--- config.mk ---
export PLATFORM = sky130hd
export DESIGN_NAME = attosoc_uart_tx
export DESIGN_NICKNAME = d
export VERILOG_FILES = /design/src/rtl/attosoc_uart_tx.sv
export SDC_FILE = /design/constraint.sdc
export NUM_CORES = 1
export LEC_CHECK = 0
export BUFFER_PORTS_ARGS = -buffer_cell sky130_fd_sc_hd__clkbuf_2
export CAP_MARGIN = 25
export CORE_MARGIN = 10
export CORE_UTILIZATION = 35
export CTS_CLUSTER_SIZE = 20
export DETAILED_ROUTE_END_ITERATION = 8
export GPL_TIMING_DRIVEN = 0
export SYNTH_ARGS = -nofsm -noshare
export SYNTH_HDL_FRONTEND = slang
export SYNTH_SLANG_ARGS = --single-unit
--- constraint.sdc ---
create_clock -name clk -period 4.9 [get_ports clk]
set_input_delay 0.98 -clock clk [delete_from_list [all_inputs] [get_ports clk]]
set_output_delay 0.98 -clock clk [all_outputs]
set_load 0.02 [all_outputs]
--- src/rtl/attosoc_uart_tx.sv ---
// attosoc_uart_tx
//   8N1 UART transmitter fed by a small byte FIFO. It sits next to the attosoc
//   core in the divided-clock domain and drives the gpio0 serial pin.
//
// Ports
//   clk        : system clock, all state changes on its rising edge
//   resetn     : synchronous reset, active-low
//   wr_valid   : SoC-side write request
//   wr_data    : byte to send, taken when wr_valid && wr_ready
//   wr_ready   : FIFO has room this cycle (low while in reset)
//   tx         : serial output, idle high, straight from a flop
//   busy       : a frame is on the line or bytes are still queued
//   fifo_level : registered number of bytes held in the FIFO
module attosoc_uart_tx #(
  parameter int CLK_DIV    = 54,
  parameter int FIFO_DEPTH = 4
) (
  input  logic                          clk,
  input  logic                          resetn,
  input  logic                          wr_valid,
  input  logic [7:0]                    wr_data,
  output logic                          wr_ready,
  output logic                          tx,
  output logic                          busy,
  output logic [$clog2(FIFO_DEPTH):0]   fifo_level
);

  localparam int PTR_W  = $clog2(FIFO_DEPTH);
  localparam int LVL_W  = PTR_W + 1;
  localparam int BAUD_W = $clog2(CLK_DIV);

  localparam logic [BAUD_W-1:0] BAUD_LAST = BAUD_W'(CLK_DIV - 1);
  localparam logic [LVL_W-1:0]  LVL_FULL  = LVL_W'(FIFO_DEPTH);

  typedef enum logic [1:0] {
    IDLE  = 2'd0,
    START = 2'd1,
    DATA  = 2'd2,
    STOP  = 2'd3
  } state_t;

  state_t              state_q, state_d;
  logic [BAUD_W-1:0]   baud_q, baud_d;
  logic [2:0]          bit_idx_q, bit_idx_d;
  logic [7:0]          shift_q, shift_d;
  logic                tx_q, tx_d;
  logic                busy_q, busy_d;
  logic [PTR_W-1:0]    wptr_q, wptr_d;
  logic [PTR_W-1:0]    rptr_q, rptr_d;
  logic [LVL_W-1:0]    level_q, level_d;
  logic [7:0]          mem_q [FIFO_DEPTH];

  logic                push;
  logic                pop;
  logic                fifo_nonempty;
  logic                baud_end;

  // Ready only looks at registered state and reset, never at wr_valid.
  assign wr_ready      = resetn && (level_q != LVL_FULL);
  assign push          = wr_valid && wr_ready;
  assign fifo_nonempty = (level_q != '0);
  assign baud_end      = (baud_q == BAUD_LAST);

  // Frame sequencer. The FSM only sees the registered level, so a byte
  // pushed on an edge cannot be popped before the following edge.
  always_comb begin
    state_d   = state_q;
    baud_d    = baud_q + 1'b1;
    bit_idx_d = bit_idx_q;
    shift_d   = shift_q;
    tx_d      = tx_q;
    pop       = 1'b0;
    case (state_q)
      IDLE: begin
        baud_d = '0;
        tx_d   = 1'b1;
        if (fifo_nonempty) begin
          pop     = 1'b1;
          shift_d = mem_q[rptr_q];
          tx_d    = 1'b0;
          state_d = START;
        end
      end
      START: begin
        if (baud_end) begin
          baud_d    = '0;
          bit_idx_d = '0;
          tx_d      = shift_q[0];
          state_d   = DATA;
        end
      end
      DATA: begin
        if (baud_end) begin
          baud_d = '0;
          if (bit_idx_q == 3'd7) begin
            tx_d    = 1'b1;
            state_d = STOP;
          end else begin
            // Present the next bit now so tx stays a pure flop output.
            shift_d   = {1'b0, shift_q[7:1]};
            bit_idx_d = bit_idx_q + 3'd1;
            tx_d      = shift_q[1];
          end
        end
      end
      STOP: begin
        if (baud_end) begin
          baud_d = '0;
          if (fifo_nonempty) begin
            // Chain straight into the next start bit: no idle gap.
            pop     = 1'b1;
            shift_d = mem_q[rptr_q];
            tx_d    = 1'b0;
            state_d = START;
          end else begin
            tx_d    = 1'b1;
            state_d = IDLE;
          end
        end
      end
      default: begin
        baud_d  = '0;
        tx_d    = 1'b1;
        state_d = IDLE;
      end
    endcase
  end

  // FIFO bookkeeping; a simultaneous push and pop leaves the level alone.
  always_comb begin
    wptr_d  = wptr_q;
    rptr_d  = rptr_q;
    level_d = level_q;
    if (push) begin
      wptr_d = wptr_q + 1'b1;
    end
    if (pop) begin
      rptr_d = rptr_q + 1'b1;
    end
    if (push && !pop) begin
      level_d = level_q + 1'b1;
    end else if (pop && !push) begin
      level_d = level_q - 1'b1;
    end
    busy_d = (state_d != IDLE) || (level_d != '0);
  end

  // Control state: cleared by reset, which also aborts any frame in flight.
  always_ff @(posedge clk) begin
    if (!resetn) begin
      state_q   <= IDLE;
      baud_q    <= '0;
      bit_idx_q <= '0;
      tx_q      <= 1'b1;
      busy_q    <= 1'b0;
      wptr_q    <= '0;
      rptr_q    <= '0;
      level_q   <= '0;
    end else begin
      state_q   <= state_d;
      baud_q    <= baud_d;
      bit_idx_q <= bit_idx_d;
      tx_q      <= tx_d;
      busy_q    <= busy_d;
      wptr_q    <= wptr_d;
      rptr_q    <= rptr_d;
      level_q   <= level_d;
    end
  end

  // Datapath storage: contents are don't-care until the pointers qualify them.
  always_ff @(posedge clk) begin
    shift_q <= shift_d;
    if (push) begin
      mem_q[wptr_q] <= wr_data;
    end
  end

  assign tx         = tx_q;
  assign busy       = busy_q;
  assign fifo_level = level_q;

endmodule
==> results_dict.tcl, run 1 <==
set metrics [dict create \
    fin_nets 259 \
    cts-root-buf "clkbuf_8" \
    power_w 0.001635 \
    synth.avg_cell_area_um2 13.40 \
    drt-vias-per-instance 4.767 \
    post-route-min-period_ns 2.655 \
    fin_setup_tns_ns 0 \
    fin_crit_sh_pct 54.18 \
    areaGrowthSynthToFinish_pct 14.35 \
    min_from "bit_idx_q[1]" \
    drt_first_pass_iters 4 \
    core_um2 7687 \
    status "finished clean" \
    pwr-share-clk_pct 25.6 \
    grt_setup_unrepaired "no" \
    slew_viol_final 0 \
    gp_congestion 0.7173 \
    synth_edf_count 40 \
    grtUsageTotal_pct 9.056 \
    timing.final.hold_violations 0 \
    fmax_ghz 0.3767 \
    antenna_found_initial 0 \
    final.setup_skew_ns 0.009976 \
    crit_type "in2out" \
    post-cts-setup-buffer-count 0 \
    ys_ff_latch 62 \
    p_per_area_nw_per_um2 520.7 \
    post-place-ws_ns 2.229 \
    dp_hpwl_mm 3.432 \
    drt_iter0_markers 76 \
    num_antenna_cells 0 \
    p_switching_w 0.0005603 \
    drive_gt1_share_pct 21.52 \
    async_reset_ff_share_pct 0 \
    multiInputGateArea_um2 1032 \
    drtAntennaViolNets 0 \
    rows 32 \
    grt_pass1_wl_mm 8.252 \
    intPower_w 0.001075 \
    comb_power_share_pct 30.8 \
    startpoint "resetn" \
    r2r-start "state_q[0]" \
    ctsLongestPathBuffers 2 \
    synth.cell_area_um2 2746 \
    portBuffers 16 \
    tightest_slew_ns 0.4746 \
    synth_warnings 0 \
    synth_nets 232 \
    htreeDepth 3 \
    ys.flop_type "edfxtp_1" \
    routedWlPerCell_um 13.94 \
    die_h_um 108.6 \
    cp.required_ns 3.92 \
    crit_path_max_fanout 7 \
    cts_buffers 9 \
    ys_types 41 \
    end_kind "output port" \
    die_x_um 108.6 \
    worst_slack_ns 2.245 \
    grt_start_max_net_pins 15 \
    clk_latency_ns 0.34 \
    cts_tree "yes" \
    r2r_end "busy" \
    pin_count 17 \
    critPathArrivalTime_ns 1.67 \
    p_leak_nw 1.153 \
    critPathLaunchType "input pin" \
    cp-endpoint "wr_ready" \
    grt_pass1_vias 1705 \
    synth_cells 205 \
    grt_remaining_overflow 0 \
    fin_util_pct 40.85 \
    regArea_um2 1642 \
    die_area_um2 11790 \
    fillCellCount 764 \
    clkTransAtPathRegs_ns 0.08 \
    start_util_pct 35.73 \
    slew_headroom_pct 68.36 \
    post_cts_resized 0 \
    p_sw_share_pct 34.26 \
    cts_hold_buf 0 \
    synth_seq_area_share_pct 59.77 \
    ir_drop_mv 0.1998 \
    drv_cap 0 \
    routed_wl_mm 4.727 \
    setup_viol 0 \
    r2r_cells 7 \
    drcViolationCount 0 \
    hp-class "reg2reg" \
    ff2ff_setup_slack_ns 2.60 \
    clkSinkCount 62 \
    p_seq_share_pct 43.6 \
    num_vias 1616 \
]
-- cells in the mapped netlist, types with 4 or more instances --
library cell  count  share of area [%]
a21oi_1           9                1.6
clkbuf_1          4               0.55
ha_1             16                7.3
xor2_1            4                1.3
nand2_1          12                1.6
a22o_1            7                2.2
o21ai_0           5               0.91
edfxtp_1         40                 44
mux4_2            8                6.6
nand3_1           4               0.73
xnor2_1           6                1.9
and3_2            4                1.1
nor2_1           19                2.6
inv_1            10                1.4
dfxtp_1          22                 16
-- how the worst min path moves through the flow --
stage                        end  cells after the start
finish              bit_idx_q[1]                      2
detailed placement     baud_q[0]                      1
floorplan              baud_q[0]                      1
global route        bit_idx_q[1]                      2
CTS                 bit_idx_q[1]                      2
global placement    bit_idx_q[1]                      2
-- layout by cell type (no fill, tap or decap), types with 5 or more instances in the layout --
cell type	n
a21oi_1	9
clkbuf_2	16
a22o_1	7
xnor2_1	6
inv_6	5
edfxtp_1	40
nand2_1	12
o21ai_0	5
mux4_2	8
dfxtp_1	22
ha_1	16
clkbuf_8	9
nor2_1	19
inv_1	10
-- area by class of cell --
class	count	share of cell area (%)
Multi-Input combinational cell	127	32.87
Clock buffer	9	3.944
Inverter	10	1.195
Buffer	6	1.116
Timing Repair Buffer	16	2.550
Clock inverter	7	1.992
Sequential cell	62	52.27
Tap cell	102	4.064
-- registers in the layout (all words and copies together), names as in the netlist, named ones only --
register    count
shift_q         8
state_q         2
rptr_q          2
tx              1
mem_q          32
busy            1
fifo_level      3
wptr_q          2
bit_idx_q       3
baud_q          6
-- through the flow --
step / std cells / hold slack (ns) / area (um^2)
after floorplan: 205 / 0.4295 / 2746
after global placement: 323 / 0.4488 / 2954
after detailed placement: 323 / 0.4532 / 2954
after CTS: 339 / 0.4668 / 3141
after global routing: 339 / 0.4712 / 3141
final: 339 / 0.4627 / 3141
-- per-layer routing --
layer	wire length, um	part of all wire (%)	vias up	GRT usage, %
li1	-	-	815	-
met1	2160	46	771	10.57
met2	2319	49	25	14.61
met3	172	3.6	5	2.855
met4	74	1.6	0	4.802
met5	0	0	-	0
-- power groups by stage --
stage,logic (W),clock network (W),registers (W)
after CTS,0.000512,0.000431,0.000716
after global routing,0.000569,0.000456,0.000726
final,0.000503,0.000418,0.000713
after detailed placement,0.000509,0,0.000727
after global placement,0.000502,0,0.000724
after floorplan,0.000373,0,0.000734
-- kinds of logic (layout without fill, tap and decap cells) --
group / after synthesis / count (layout) / share of synthesized area [%]
muxes: 9 / 9 / 6.925
adders and majority gates: 16 / 16 / 7.289
DFF: 62 / 62 / 59.77
xor gates and xnor gates: 10 / 10 / 3.189
buffers and inverters: 16 / 48 / 2.642
and+or+nand+nor: 56 / 56 / 10.75
AOI/OAI and AO/OA: 36 / 36 / 9.431
-- critical path: stages --
cell	delay, ns
clkbuf_2	0.15
a21boi_2	0.31
clkbuf_2	0.23
(Power assumes the default switching activity.)
==> inputs of run 2 (changes only) <==
Clock period 4.9 ns to 2.3 ns, I/O delays scaled along.
==> run 2 against run 1 <==
Net effect: clock skew about the same; sequential cell count unchanged; clock-buffer cell count stayed put; via count up 0.56%; first-iteration DRC count down 16%; non-clock buffer count grew 2; sequential power increased by 110%; critical path depth up 4; clock power is 110% higher; utilization increased by 0.41 points; combinational power is 130% higher; critical path type is now reg2reg; highest routed layer unchanged.
==> results_dict.tcl, run 2 (synthesis results as in run 1) <==
set metrics [dict create \
    grt_pass1_wl_mm 7.914 \
    status "finished clean" \
    startpoint "state_q[1]" \
    critPathLaunchType "flop" \
    routedWlPerCell_um 13.73 \
    grt_pass1_vias 1632 \
    grt_remaining_overflow 0 \
    end_kind "flop" \
    max_flop_register "mem_q" \
    hp-class "in2reg" \
    largest_register_ffs 32 \
    grt_start_max_net_pins 14 \
    routed_wl_mm 4.681 \
    ir_drop_mv 0.4314 \
    dp.cells 323 \
    dp_hpwl_mm 3.256 \
    start_util_pct 35.73 \
    slew_viol_final 0 \
    pin_count 17 \
    gp_congestion 0.7431 \
    cts_buffers 9 \
    r2r_cells 7 \
    r2r_end "busy" \
    htreeDepth 3 \
    cp-endpoint "busy" \
    drtAntennaViolNets 0 \
    reg_top3 "mem_q x32, shift_q x8, baud_q x6" \
    crit_type "reg2reg" \
    ff2ff_setup_slack_ns 0.14 \
    ctsLongestPathBuffers 2 \
    holdPathStages 1 \
    setup_viol 0 \
    die_h_um 108.6 \
    min_from "wr_data[5]" \
    r2r-start "state_q[1]" \
    drive_gt1_share_pct 24.27 \
    cp.required_ns 2.53 \
    fin_setup_tns_ns 0 \
    fmax_ghz 0.4625 \
    die_area_um2 11790 \
    final_common_cell "edfxtp_1" \
    critPathArrivalTime_ns 2.39 \
    cts_tree "yes" \
    grtUsageTotal_pct 8.632 \
    slew_headroom_pct 66.44 \
    crit_path_max_fanout 6 \
    clkTransAtPathRegs_ns 0.08 \
    tightest_slew_ns 0.5034 \
    num_vias 1625 \
    drt-vias-per-instance 4.765 \
    clkSinkCount 62 \
    num_antenna_cells 0 \
    timing.final.hold_violations 0 \
    drv_cap 0 \
    core_um2 7687 \
    post-route-min-period_ns 2.162 \
    fillCellCount 750 \
    drt_first_pass_iters 4 \
    final.setup_skew_ns 0.009579 \
    mostFrequentLayoutCells "edfxtp_1, dfxtp_1, nor2_1" \
    die_x_um 108.6 \
    rows 32 \
    cts-root-buf "clkbuf_8" \
    areaGrowthSynthToFinish_pct 15.49 \
    portBuffers 16 \
    drt_iter0_markers 64 \
    drcViolationCount 0 \
    antenna_found_initial 0 \
    fin_cells 341 \
    fin_nets 261 \
    clk_latency_ns 0.34 \
    p_leak_nw 1.169 \
    p_per_area_nw_per_um2 1120 \
    fin_crit_sh_pct 94.00 \
]
## run 2: where the power goes
| part | switching (W) | internal, W | total (W) |
|---|---|---|---|
| clock | 0.000477 | 0.000405 | 0.000883 |
| sequential | 0.000103 | 0.00142 | 0.00152 |
| combinational | 0.000635 | 0.000511 | 0.00115 |
## run 2: worst min path at each step
stage,endpoint,slack [ns]
6_report,mem_q[3][5],0.33
5_1_grt,mem_q[3][5],0.32
4_1_cts,mem_q[2][5],0.32
3_5_place_dp,bit_idx_q[1],0.46
3_3_place_gp,bit_idx_q[1],0.45
2_1_floorplan,baud_q[0],0.43
## run 2: area by class of cell
class / instances / area [um^2] / share of cell area, %
tap: 102 / 127.6 / 4.024
inverter: 10 / 37.54 / 1.183
clock buffer: 9 / 123.9 / 3.905
sequential: 62 / 1644 / 51.83
timing repair buffer: 18 / 95.09 / 2.998
clock inverter: 7 / 56.30 / 1.775
buffer: 6 / 35.03 / 1.105
multi-input combinational: 127 / 1052 / 33.18
## run 2: per-stage QoR
| stage | hold WS (ns) | total power (W) | instance area [um^2] | worst slack [ns] | util (%) |
|---|---|---|---|---|---|
| floorplan | 0.4295 | 0.002367 | 2754 | 0.06383 | - |
| finish | 0.3312 | 0.003552 | 3172 | 0.1380 | 41.26 |
| global route | 0.3242 | 0.003799 | 3172 | -0.003703 | 41.26 |
| CTS | 0.3233 | 0.003528 | 3144 | 0.006745 | 40.90 |
| detailed placement | 0.4562 | 0.002633 | 2962 | -0.01540 | 38.53 |
| global placement | 0.4457 | 0.002620 | 2962 | 0.009892 | 38.53 |
## run 2: metal layers
| layer | wire, um | share of wire (%) | global-route usage [%] | up-vias |
|---|---|---|---|---|
| li1 | - | - | - | 825 |
| met1 | 2157 | 46 | 10.23 | 772 |
| met2 | 2283 | 49 | 13.36 | 19 |
| met3 | 139 | 3.0 | 2.736 | 9 |
| met4 | 100 | 2.1 | 5.367 | 0 |
| met5 | 0 | 0 | 0 | - |
## run 2: repair_timing
| item | 4_1_cts | 5_1_grt |
|---|---|---|
| gates resized for setup | 1 | 4 |
| hold buffers | 0 | 0 |
| setup buffers | 0 | 2 |
| pin swaps | 0 | 2 |
| endpoints found under the setup margin | 1 | 8 |
## run 2: critical path, cell delays in order, from the launching register on
cell	delay [ns]
dfxtp_1	0.40
inv_1	0.10
ha_1	0.36
nand2b_2	0.27
nor2_4	0.16
mux2i_1	0.23
xor2_1	0.10
a2111o_1	0.42
